File: src/rtl/fp_pkg.sv
// Shared constants, field positions and controller state encoding for the
// sequential single-precision adder.
package fp_pkg;

  localparam int unsigned EXP_W    = 8;
  localparam int unsigned MANT_W   = 23;
  localparam int unsigned BIAS     = 127;
  localparam int unsigned SIGN_BIT = 31;
  localparam int unsigned EXP_MSB  = 30;
  localparam int unsigned EXP_LSB  = 23;

  localparam logic [31:0] ZERO_WORD = 32'h0;

  typedef enum logic [2:0] {
    IDLE,
    CMP,
    ALIGN,
    ADD,
    NORM,
    DONE
  } state_t;

endpackage

File: src/rtl/fp_align_stage.sv
// Combinational operand swap, exponent difference and alignment shift of the
// smaller operand's mantissa, saturating to zero once the gap exceeds its width.
module fp_align_stage
  import fp_pkg::*;
#(
  parameter int unsigned EXP_W  = fp_pkg::EXP_W,
  parameter int unsigned MANT_W = fp_pkg::MANT_W
) (
  input  logic [EXP_W+MANT_W:0] a,
  input  logic [EXP_W+MANT_W:0] b,
  output logic                  big_sign,
  output logic                  eff_sub,
  output logic [EXP_W-1:0]      big_exp,
  output logic [MANT_W:0]       big_mant,
  output logic [MANT_W:0]       little_mant
);

  localparam logic [EXP_W-1:0] SHIFT_SAT = EXP_W'(MANT_W + 1);

  logic                    swap;
  logic [EXP_W+MANT_W:0]   big_op;
  logic [EXP_W+MANT_W:0]   little_op;
  logic [EXP_W-1:0]        little_exp;
  logic [EXP_W-1:0]        diff;
  logic [MANT_W:0]         little_full;

  // Magnitude compare on {exp,mant}; ties keep A as the big operand.
  assign swap      = b[EXP_W+MANT_W-1:0] > a[EXP_W+MANT_W-1:0];
  assign big_op    = swap ? b : a;
  assign little_op = swap ? a : b;

  assign big_sign   = big_op[EXP_W+MANT_W];
  assign eff_sub    = big_op[EXP_W+MANT_W] ^ little_op[EXP_W+MANT_W];
  assign big_exp    = big_op[EXP_W+MANT_W-1:MANT_W];
  assign little_exp = little_op[EXP_W+MANT_W-1:MANT_W];
  assign diff       = big_exp - little_exp;

  assign big_mant    = (big_exp == '0) ? '0 : {1'b1, big_op[MANT_W-1:0]};
  assign little_full = (little_exp == '0) ? '0 : {1'b1, little_op[MANT_W-1:0]};
  assign little_mant = (diff >= SHIFT_SAT) ? '0 : (little_full >> diff);

endmodule

File: src/rtl/fp_add_sequencer.sv
// Multi-cycle IEEE-754 single adder: CMP, ALIGN, ADD, iterative NORM, DONE,
// with valid/ready handshakes and truncating normalisation.
module fp_add_sequencer
  import fp_pkg::*;
#(
  parameter int unsigned EXP_W  = fp_pkg::EXP_W,
  parameter int unsigned MANT_W = fp_pkg::MANT_W
) (
  input  logic                  clk,
  input  logic                  rst_n,
  input  logic                  in_valid,
  output logic                  in_ready,
  input  logic [EXP_W+MANT_W:0] a,
  input  logic [EXP_W+MANT_W:0] b,
  output logic                  out_valid,
  input  logic                  out_ready,
  output logic [EXP_W+MANT_W:0] result,
  output logic                  busy
);

  localparam logic [EXP_W-1:0] EXP_CARRY_MAX = EXP_W'((1 << EXP_W) - 2);

  state_t state, state_nxt;

  logic [EXP_W+MANT_W:0] op_a, op_b;
  logic                  st_sign, st_sub;
  logic [EXP_W-1:0]      st_exp;
  logic [MANT_W:0]       st_big, st_little;

  logic                  c_sign, c_sub;
  logic [EXP_W-1:0]      c_exp;
  logic [MANT_W:0]       c_big, c_little;

  logic                  sign_w;
  logic [EXP_W-1:0]      exp_w;
  logic [MANT_W+1:0]     sum;

  fp_align_stage #(
    .EXP_W (EXP_W),
    .MANT_W(MANT_W)
  ) u_align (
    .a          (op_a),
    .b          (op_b),
    .big_sign   (st_sign),
    .eff_sub    (st_sub),
    .big_exp    (st_exp),
    .big_mant   (st_big),
    .little_mant(st_little)
  );

  assign in_ready  = (state == IDLE);
  assign busy      = (state != IDLE);
  assign out_valid = (state == DONE);

  always_comb begin
    state_nxt = state;
    unique case (state)
      IDLE:  if (in_valid) state_nxt = CMP;
      CMP:   state_nxt = ALIGN;
      ALIGN: state_nxt = ADD;
      ADD:   state_nxt = NORM;
      NORM:  if (sum == '0 || sum[MANT_W+1] || sum[MANT_W] || exp_w <= EXP_W'(1))
               state_nxt = DONE;
      DONE:  if (out_ready) state_nxt = IDLE;
      default: state_nxt = IDLE;
    endcase
  end

  // The aligned mantissa is captured in CMP; ALIGN loads the working exponent.
  always_ff @(posedge clk) begin
    if (!rst_n) begin
      state  <= IDLE;
      result <= '0;
    end else begin
      state <= state_nxt;
      unique case (state)
        IDLE: if (in_valid) begin
          op_a <= a;
          op_b <= b;
        end
        CMP: begin
          c_sign   <= st_sign;
          c_sub    <= st_sub;
          c_exp    <= st_exp;
          c_big    <= st_big;
          c_little <= st_little;
        end
        ALIGN: exp_w <= c_exp;
        ADD: begin
          sign_w <= c_sign;
          sum    <= c_sub ? ({1'b0, c_big} - {1'b0, c_little})
                          : ({1'b0, c_big} + {1'b0, c_little});
        end
        NORM: begin
          if (sum == '0) begin
            result <= '0;
          end else if (sum[MANT_W+1]) begin
            if (exp_w >= EXP_CARRY_MAX)
              result <= {sign_w, {EXP_W{1'b1}}, {MANT_W{1'b0}}};
            else
              result <= {sign_w, exp_w + EXP_W'(1), sum[MANT_W:1]};
          end else if (sum[MANT_W]) begin
            result <= {sign_w, exp_w, sum[MANT_W-1:0]};
          end else if (exp_w <= EXP_W'(1)) begin
            result <= '0;
          end else begin
            sum   <= sum << 1;
            exp_w <= exp_w - EXP_W'(1);
          end
        end
        default: ;
      endcase
    end
  end

endmodule

File: config.mk
export PLATFORM = sky130hd
export DESIGN_NAME = fp_add_sequencer
export DESIGN_NICKNAME = d
export VERILOG_FILES = /design/src/rtl/fp_pkg.sv /design/src/rtl/fp_align_stage.sv /design/src/rtl/fp_add_sequencer.sv
export SDC_FILE = /design/constraint.sdc
export NUM_CORES = 1
export LEC_CHECK = 0
export BUFFER_PORTS_ARGS = -buffer_cell sky130_fd_sc_hd__clkbuf_2
export CAP_MARGIN = 20
export CORE_MARGIN = 2
export CORE_UTILIZATION = 61
export CTS_BUF_LIST = sky130_fd_sc_hd__clkbuf_4 sky130_fd_sc_hd__clkbuf_8 sky130_fd_sc_hd__clkbuf_16
export CTS_CLUSTER_DIAMETER = 50
export DETAILED_ROUTE_END_ITERATION = 6
export PLACE_DENSITY = 0.83
export SLEW_MARGIN = 10
export SYNTH_ARGS = -nofsm -noshare
export SYNTH_HDL_FRONTEND = slang
export SYNTH_SLANG_ARGS = --single-unit
File: constraint.sdc
create_clock -name clk -period 6.6 [get_ports clk]
set_input_delay 0.66 -clock clk [delete_from_list [all_inputs] [get_ports clk]]
set_output_delay 0.66 -clock clk [all_outputs]
set_load 0.01 [all_outputs]
=== After elaboration in Yosys (flattened, before gate mapping) ===
Cells that the tools add are included.

* Input port bits: 68
* Register bits after elaboration: 191
* Output and inout bits: 35

* Shifts and indexed selects: 1
* Bitwise logic cells: 1
* Reduce and logical (&&, ||, !) cells: 20
* Magnitude comparators: 4
* Mux-type cells: 24
* Add/subtract/negate cells: 5
* Equal/unequal tests: 12

{| class="wikitable"
|+ Operators with widths
! kind !! number
|-
| two-way mux 32 bit || 6
|-
| two-way mux 24 bit || 4
|-
| two-way mux 25 bit || 3
|-
| case mux 25 bit (2 select lines) || 1
|-
| two-way mux 8 bit || 4
|-
| greater-than comparator 31 bit || 1
|-
| two-way mux 31 bit || 1
|-
| adder 24 x 24 -> 25 bit || 1
|-
| logical NOT 25 bit || 1
|-
| subtractor 24 x 24 -> 25 bit || 1
|-
| >> shifter 24 x 8 -> 24 bit || 1
|-
| case mux 3 bit (6 select lines) || 1
|-
| logical NOT 8 bit || 2
|-
| case mux 8 bit (2 select lines) || 1
|-
| inequality test 2 bit (second input constant) || 6
|-
| AND reduction 6 bit || 2
|-
| two-way mux 3 bit || 3
|-
| AND reduction 3 bit || 3
|-
| adder 8 x 1 -> 8 bit (second input constant) || 1
|-
| >= comparator 8 x 5 -> 1 bit (second input constant) || 1
|-
| >= comparator 8 bit (second input constant) || 1
|-
| less-or-equal comparator 8 x 1 -> 1 bit (second input constant) || 1
|-
| subtractor 8 x 1 -> 8 bit (second input constant) || 1
|-
| subtractor 8 bit || 1
|-
| 12 further kinds || 19
|}

=== Depth between registers and ports, before layout ===
Gate-level depths: netlist of run 1.

* Word-level depth: 6
* Mapped depth: 24
* Mapped depth without buffers: 19

=== Modules after synthesis ===
From an unflattened synthesis of run 1, not the netlist that was laid out.

* Cell total of the unflattened synthesis: 1213
* Area, all modules: 12184.2 um2

{| class="wikitable"
|+ Modules (own cells, without submodules)
! module !! area an instance (um2) !! cells an instance !! instances !! sequential area each (um2)
|-
| fp_add_sequencer || 8833.5 || 743 || 1 || 5385.2
|-
| fp_align_stage || 3350.7 || 470 || 1 || 0.0
|}

=== Worst setup path before layout of run 1 ===
Ideal clock, no wire load.

* Kind: register to register
* Start: register state[0]
* End: register c_big[0], enable pin
* Path buffers: 1
* Setup slack: 1.065 ns
* Arrival time: 4.978 ns
* Clock period less this slack: 5.535 ns
* Stages on the path, launching flop included: 4
* Cell sequence: dfxtp_1 > clkbuf_1 > nor2b_1 > nor3b_1

* Word-level cells in the longest chain between the ends: 2

{| class="wikitable"
|+ RTL lines
! item !! RTL line !! RTL
|-
| start: declaration || fp_add_sequencer.sv:23 || <nowiki>state_t state, state_nxt;</nowiki>
|-
| start signal: assignment || fp_add_sequencer.sv:75 || <nowiki>state <= state_nxt;</nowiki>
|-
| == test 3 x 1 -> 1 bit || fp_add_sequencer.sv:76 || <nowiki>unique case (state)</nowiki>
|-
| AND reduction 2 bit (no line) || - ||
|-
| end signal: assignment || fp_add_sequencer.sv:85 || <nowiki>c_big <= st_big;</nowiki>
|-
| end: declaration || fp_add_sequencer.sv:32 || <nowiki>logic [MANT_W:0] c_big, c_little;</nowiki>
|}

Every way passes these cells.
A chain may end at the register's enable or synchronous reset.

=== Final worst setup path of run 1 ===
* Start: register op_b[14]
* End: register c_little[2], data pin

* Word-level cells in the longest chain between the ends: 5
* Elaborated cells on any way between the ends: 8

{| class="wikitable"
|+ RTL lines
! item !! RTL line !! RTL
|-
| start: declaration || fp_add_sequencer.sv:25 || <nowiki>logic [EXP_W+MANT_W:0] op_a, op_b;</nowiki>
|-
| start signal: assignment || fp_add_sequencer.sv:79 || <nowiki>op_b <= b;</nowiki>
|-
| branches (longest 5 deep; another with greater-than comparator 31 bit) || - ||
|-
| end signal: assignment || fp_add_sequencer.sv:86 || <nowiki>c_little <= st_little;</nowiki>
|-
| end: declaration || fp_add_sequencer.sv:32 ||
|}

Several ways; the timed one is not identified.

==> impl_metrics.ini, run 1 <==
[power_and_ir_drop]
p_clk_share_pct = 18.3
p_per_area_nw_per_um2 = 429
p_leak_nw = 5.03
p_sw_mw = 2.29
internal-power_mw = 3.34
pwr-share-comb_pct = 47.7
p_sw_share_pct = 40.7
peakVddDrop_uv = 240
sequentialPowerShare_pct = 34.0

[logic_synthesis]
yosysWarnings = 0
yosysMostFrequentCell = edfxtp_1
syn-instance-count = 1175
yosys-top-cells-area = edfxtp_1, ha_1, dfxtp_1
syn_nets = 1305
synth_adder_area_share_pct = 6.63
yosysTopAreaCell = edfxtp_1
netlist.area_leader.share_pct = 39.7
synth-seq-cells = 191
synth_edf_count = 156
synthArstFlopShare_pct = 0
netlist_area_um2 = 11800
synthXorXnorAreaFrac_pct = 4.08
synthMuxAreaShare_pct = 7.93
synth_top_flop_cell = edfxtp_1
yosysUniqueCellTypes = 69
synth_simple_gate_area_share_pct = 15.1
ys_seq_area_share_pct = 45.6
avgSynthCellArea_um2 = 10.1
synthTopCellsByCount = edfxtp_1, nand2_1, nor2_1
synth_top_family_by_area = compound AO/OA/AOI/OAI gates
synth-compound-area-share_pct = 16.6

[final_layout]
layout-drive-gt1-share_pct = 15.9
n_antenna_cell = 0
final_nets = 1376
nFillCells = 1385
regArea_um2 = 5390
syn_to_final_growth_pct = 11.1
multi_input_area_um2 = 5960
final_cell_area_um2 = 13100

[placement]
portBuffers = 102
placedInstanceArea_um2 = 12500
gp_congestion = 0.976
dp_hpwl_um = 19500

[sta]
rsz0062_at_grt = no
slew_viol_final = 0
worstMarginPinSlew_ns = 0.991
setup_violations = 0
clock_skew_ns = 0.0104
fmax_mhz = 206
tns_ns = 0
slew_headroom_pct = 33.4
hold_viol = 0
period_share_pct = 73.7
min_period_ns = 4.86

[global_routing]
grt_max_degree = 65
gr-total-overflow = 0
grt_pass1_wl_um = 43500
grt_usage_pct = 27.1
antenna_found_initial = 0
grt_pass1_vias = 8649

[cts]
cts_tree = done
cts_setup_buffers = 0
cts_buffer_depth = 2
cts.sinks = 191
htreeDepth = 4
cts_buffers = 17
cts_root_buffer = clkbuf_16
cts.clk_slew.worst_paths_ns = 0.07
cts_resized = 0
holdBufCountCts = 0
clkLatencyLatePin_ns = 0.44

[worst_setup_path]
setup.worst_path.end_class = flop
cp_max_fo = 21
critPathSlowestCell = mux4_2
crit_family = compound AO/OA/AOI/OAI gates
critPathArrivalTime_ns = 5.04
path_common_cell = a21oi_1
worstPathCellList = ha_1, a21oi_1, o21ai_1, a221oi_1, nand4_2, nand2_2, nor2_1, a21oi_1, ha_1, or3_1, a22oi_1, a2111o_1, nor3_2, buf_4, mux4_2, a21oi_1, a211oi_1
path_class = reg2reg
cp_slowest_stage_delay_ns = 0.56
worstSetupStartpointType = flop
required_ns = 6.77
critPathBufInv = 1

[run]
maxCapViolations = 0

[outcome]
status = finished, final reports clean

[floorplan]
rows = 50
die_w_um = 143
initial_core_util_pct = 62.7
die_h_um = 143
core-area_um2 = 18800
io_pins = 103
dieArea_um2 = 20500

[detailed_routing]
first_pass_iters = 5
drt-initial-drc-count = 675
drt-wirelength-per-cell_um = 17.4
final_antenna_net_count = 0
routed_via_density = 6.09
drc = 0
via_count = 9247
totalWireLength_um = 26400

[worst_hold_path]
hold_class = in2reg
==> cells in the final DEF (no fill, tap or decap), types with 38 or more instances in the layout <==
cell        n
a21oi_1    86
xnor2_1    41
ha_1       61
clkbuf_2  102
inv_1      54
o21ai_0    68
nor2_1     99
nand2_1   125
edfxtp_1  156
a211oi_1   38
==> kinds of logic after synthesis <==
family | Yosys count
flip-flops | 191
buffers and inverters | 120
XOR/XNOR | 55
AO/OA/AOI/OAI | 311
adder cells (fa/ha/maj) | 62
AND/OR/NAND/NOR | 372
multiplexers | 64
==> registers in the layout, indices dropped and copies added, names as in the netlist <==
name,flops
c_little,24
c_big,24
c_sign,1
c_exp,8
op_b,32
op_a,32
sum,25
state,3
result,32
sign_w,1
c_sub,1
exp_w,8
==> power by group through the flow <==
stage	clock network (mW)	logic, mW	registers [mW]
after detailed placement	0	2.62	1.94
after CTS	1.05	2.64	1.91
after floorplan	0	2.05	1.89
final	1.03	2.69	1.92
after global routing	1.09	2.97	1.95
after global placement	0	2.59	1.93
==> metrics by stage <==
step / worst slack [ns] / util [%] / instances / hold WS [ns] / power (mW)
after floorplan: 1.06 / - / 1175 / 0.400 / 3.93
after CTS: 1.80 / 69.5 / 1516 / 0.382 / 5.60
after global placement: 1.99 / 66.3 / 1484 / 0.403 / 4.52
final: 1.74 / 69.7 / 1519 / 0.393 / 5.63
after detailed placement: 1.84 / 66.3 / 1484 / 0.405 / 4.56
after global routing: 1.43 / 69.7 / 1519 / 0.376 / 6.01
==> worst paths after layout <==
kind,endpoint,start,slack [ns],cells past startpoint
worst min register to register,sign_w,c_sign,0.42,0
worst min-delay path,op_b[15],b[15],0.39,1
worst max-delay path,c_little[2],op_b[14],1.74,17
worst max register to register,c_little[2],op_b[14],1.74,17
==> cell type report <==
class	count	share of cell area (%)
clock buffers	21	3.83
clock inverters	11	0.715
inverters	55	1.57
multi-input cells	864	45.5
flip-flops and latches	191	41.0
well taps	260	2.48
repair buffers	117	4.90
==> metal layers <==
metal	share of wire [%]	GRT usage, %	vias to the layer above	wire length [µm]
li1	-	-	4521	-
met1	44	36.6	4316	11600
met2	48	44.6	353	12600
met3	5.9	4.59	57	1550
met4	2.5	9.02	0	652
met5	0	0	-	0
(Power assumes the default switching activity.)
==> run 2: changes to the inputs <==
- clock period: 6.6 -> 4.9 ns (I/O delays scaled with it)
==> impl_metrics.ini, run 2 (synthesis results as in run 1) <==
[worst_hold_path]
holdPathEnd = op_a[25]
hold_class = in2reg
hold_depth = 1
min_from = a[25]

[final_layout]
layout-drive-gt1-share_pct = 16.4
final_nets = 1382
syn_to_final_growth_pct = 11.3
reg_top3 = op_a: 32 flops, op_b: 32 flops, result: 32 flops
final_cell_mix = edfxtp_1, nand2_1, clkbuf_2, nor2_1, a21oi_1
nFillCells = 1399
final_util_pct = 69.8
mostFrequentLayoutCell = edfxtp_1
n_antenna_cell = 0
final_cells = 1525

[power_and_ir_drop]
peakVddDrop_uv = 341
pwr-share-comb_pct = 48.0
p_per_area_nw_per_um2 = 575
p_sw_share_pct = 40.7
sequentialPowerShare_pct = 34.1
p_clk_share_pct = 17.9
p_leak_nw = 5.06
p_sw_mw = 3.08
internal-power_mw = 4.48

[detailed_routing]
routed_via_density = 5.99
drt-wirelength-per-cell_um = 16.9
first_pass_iters = 6
drc = 0
totalWireLength_um = 25800
drt-initial-drc-count = 631
via_count = 9139
final_antenna_net_count = 0

[worst_setup_path]
r2r-start = op_a[22]
required_ns = 5.06
critPathSlowestCell = mux4_2
setup.worst_path.end_class = flop
reg2reg_slack_ns = 0.24
timing.rr.end = c_little[2]
crit_family = simple AND/OR/NAND/NOR gates
critPathArrivalTime_ns = 4.82
critPathBufInv = 2
worstPathCellList = inv_1, ha_1, nand4_2, nor4_2, nand3_1, and2_4, nand2_2, nor2_1, a21oi_1, ha_1, or3_1, a22oi_1, a2111o_1, nor3_2, buf_4, mux4_2, a21oi_1, a211oi_1
cp_max_fo = 14
path_class = reg2reg
worstSetupStartpointType = flop
ff2ff_path_depth = 18
cp_slowest_stage_delay_ns = 0.57

[outcome]
status = finished, final reports clean

[sta]
setup_violations = 0
hold_viol = 0
slew_headroom_pct = 43.2
rsz0062_at_grt = no
worstMarginPinSlew_ns = 0.852
clock_skew_ns = 0.0110
slew_viol_final = 0
holdWs_ns = 0.220
min_period_ns = 4.66
fmax_mhz = 215
tns_ns = 0
period_share_pct = 95.0

[placement]
gp_congestion = 0.951
portBuffers = 102
dp_hpwl_um = 19400
dpl.cell_count = 1490

[floorplan]
core-area_um2 = 18800
die_h_um = 143
dieArea_um2 = 20500
initial_core_util_pct = 62.7
io_pins = 103
rows = 50
die_w_um = 143

[cts]
cts_buffers = 17
clkLatencyLatePin_ns = 0.44
cts_tree = done
cts.clk_slew.worst_paths_ns = 0.07
cts_root_buffer = clkbuf_16
cts_buffer_depth = 2
cts.sinks = 191
htreeDepth = 4

[global_routing]
grt_pass1_vias = 8342
antenna_found_initial = 0
grt_usage_pct = 25.9
grt_max_degree = 59
grt_pass1_wl_um = 41800
gr-total-overflow = 0

[run]
maxCapViolations = 0
run 2: final cells by class:
type	count	area (µm²)	share of cell area, %
multi-input combinational	864	5980	45.5
sequential	191	5390	41.0
timing repair buffer	123	673	5.12
clock buffer	19	464	3.53
tap	260	325	2.47
inverter	55	206	1.57
clock inverter	13	115	0.876
run 2: power groups by stage:
stage / combinational [mW] / sequential [mW] / clock [mW]
global placement: 3.49 / 2.59 / 0
CTS: 3.58 / 2.58 / 1.37
floorplan: 2.76 / 2.54 / 0
finish: 3.63 / 2.58 / 1.36
global route: 4.00 / 2.62 / 1.44
detailed placement: 3.55 / 2.61 / 0
run 2: worst max-delay path by stage:
stage,startpoint,endpoint,cells past startpoint
after floorplan,op_a[26],c_little[2],22
after global placement,op_a[22],c_little[2],18
after detailed placement,op_a[22],c_little[2],18
after CTS,op_b[21],c_little[0],17
after global routing,op_a[22],c_little[2],18
final,op_a[22],c_little[2],18
run 2: metrics by stage:
step / setup WS [ns] / instance area, µm² / power [mW]
floorplan: 0.200 / 11800 / 5.29
global placement: 0.438 / 12500 / 6.08
detailed placement: 0.351 / 12500 / 6.16
CTS: 0.275 / 13100 / 7.52
global route: 0.0438 / 13100 / 8.07
finish: 0.243 / 13100 / 7.56
run 2: per-layer routing:
metal	track usage (%)	routed length, µm	vias to the layer above
met2	42.3	12300	324
met1	35.0	11300	4211
met3	4.93	1500	61
met5	0	0	-
li1	-	-	4543
met4	8.70	792	0
run 2: what timing repair did:
item,4_1_cts,5_1_grt
setup endpoints to repair,0,9
gates resized for setup,0,1
hold buffers,0,0
buffers inserted,0,0
run 2: worst reg2reg max path: cells and delay by family, from the launching register on:
| kind | cells | cell delay, ns |
|---|---|---|
| fa+ha+maj | 2 | 0.61 |
| flops | 1 | 0.43 |
| compound gates | 5 | 0.90 |
| mux | 1 | 0.58 |
| buf+inv | 2 | 0.32 |
| simple gates | 8 | 1.56 |
==> run 3: changes to the inputs <==
- CORE_UTILIZATION: 61 -> 51
- PLACE_DENSITY: 0.83 -> 0.72
- clock period: 4.9 -> 5.6 ns (I/O delays scaled with it)
==> impl_metrics.ini, run 3 (synthesis results as in run 1) <==
[global_routing]
gr-total-overflow = 0
grt_max_degree = 65
antenna_found_initial = 0
grt_pass1_wl_um = 42900
grt_usage_pct = 22.2
grt_pass1_vias = 8525

[worst_hold_path]
holdPathEnd = op_b[23]
hold_depth = 1
hold_class = in2reg
min_from = b[23]

[detailed_routing]
routed_via_density = 5.89
drt-wirelength-per-cell_um = 17.1
via_count = 9116
drt-initial-drc-count = 686
totalWireLength_um = 26400
drc = 0
final_antenna_net_count = 0
first_pass_iters = 5

[final_layout]
final_util_pct = 57.9
final_cell_mix = edfxtp_1, nand2_1, clkbuf_2, nor2_1, a21oi_1
mostFrequentLayoutCell = edfxtp_1
reg_top3 = op_a: 32 flops, op_b: 32 flops, result: 32 flops
syn_to_final_growth_pct = 11.2
final_nets = 1379
nFillCells = 1953
final_cells = 1547
n_antenna_cell = 0
layout-drive-gt1-share_pct = 16.1

[worst_setup_path]
cp_slowest_stage_delay_ns = 0.55
setup.worst_path.end_class = flop
worstSetupStartpointType = flop
timing.rr.end = c_little[2]
cp_max_fo = 21
critPathArrivalTime_ns = 4.84
critPathSlowestCell = mux4_2
path_class = reg2reg
r2r-start = op_a[22]
ff2ff_path_depth = 18
required_ns = 5.77
worstPathCellList = inv_1, ha_1, nand4_2, nor4_2, nand3_1, and2_4, nand2_2, nor2_1, a21oi_1, ha_1, or3_1, a22oi_1, a2111o_1, nor3_2, buf_4, mux4_2, a21oi_1, a211oi_1
reg2reg_slack_ns = 0.93

[floorplan]
dieArea_um2 = 24400
die_w_um = 156
initial_core_util_pct = 52.0
rows = 55
die_h_um = 156
io_pins = 103
core-area_um2 = 22700

[sta]
period_share_pct = 83.4
rsz0062_at_grt = no
slew_headroom_pct = 30.2
tns_ns = 0
worstMarginPinSlew_ns = 1.05
slew_viol_final = 0
clock_skew_ns = 0.0119
setup_violations = 0
hold_viol = 0
post-route-worst-setup-slack_ns = 0.932
min_period_ns = 4.67
fmax_mhz = 214

[power_and_ir_drop]
p_per_area_nw_per_um2 = 502
p_leak_nw = 5.02
peakVddDrop_uv = 247

[placement]
dpl.cell_count = 1513
gp_congestion = 0.973
place_ws_ns = 0.991
dp_hpwl_um = 19900
portBuffers = 102

[cts]
holdBufCountCts = 0
cts_buffer_depth = 2
cts_resized = 0
clkLatencyLatePin_ns = 0.43
htreeDepth = 4
cts.clk_slew.worst_paths_ns = 0.07
cts_setup_buffers = 0
cts_buffers = 17
cts.sinks = 191
cts_tree = done
cts_root_buffer = clkbuf_16

[outcome]
status = finished, final reports clean

[run]
maxCapViolations = 0
run 3: changes by cell type in the layout (fill, tap and decap cells not counted), moves of 2 or more:
cell	change
buf_4	-3
clkinv_4	+4
inv_6	-4
inv_8	-2
run 3: worst max-delay path by stage:
stage          startpoint          end  slack [ns]  cells past startpoint
2_1_floorplan    state[0]     c_big[0]        0.06                      3
3_3_place_gp     op_a[27]  c_little[2]        1.08                     18
3_5_place_dp     op_a[22]  c_little[2]        0.99                     18
4_1_cts          op_a[22]  c_little[2]        0.94                     18
5_1_grt          op_a[21]  c_little[2]        0.68                     18
6_report         op_a[22]  c_little[2]        0.93                     18
run 3: report_power, final:
part / internal, mW / switching (mW) / total [mW]
registers: 2.00 / 0.249 / 2.25
logic: 1.29 / 1.89 / 3.18
clock network: 0.625 / 0.543 / 1.17
total: 3.92 / 2.68 / 6.60
run 3: critical path, delay by kind of cell (launching register included):
family / cells / cell delay (ns)
adders and majority gates: 2 / 0.61
AOI/OAI and AO/OA: 5 / 0.88
and+or+nand+nor: 8 / 1.54
DFF: 1 / 0.45
muxes: 1 / 0.55
buffers and inverters: 2 / 0.36
run 3: cell type report:
class | instances | area (µm²) | share of cell area [%]
well taps | 285 | 357 | 2.71
flip-flops and latches | 191 | 5390 | 41.0
clock inverters | 14 | 135 | 1.03
inverters | 55 | 206 | 1.57
clock buffers | 18 | 433 | 3.29
repair buffers | 120 | 659 | 5.02
multi-input cells | 864 | 5960 | 45.4
run 3: per-layer routing:
layer | track usage [%] | up-vias | wire length [µm]
met5 | 0 | - | 0
li1 | - | 4537 | -
met3 | 3.50 | 27 | 1350
met4 | 5.90 | 0 | 410
met2 | 37.0 | 275 | 12600
met1 | 30.4 | 4277 | 12100
run 3: through the flow:
step	cell area, µm²	hold WS, ns	power (mW)
after floorplan	11800	0.400	4.64
after global placement	12500	0.439	5.36
after detailed placement	12500	0.447	5.41
after CTS	13100	0.280	6.59
after global routing	13100	0.279	7.07
final	13100	0.296	6.60
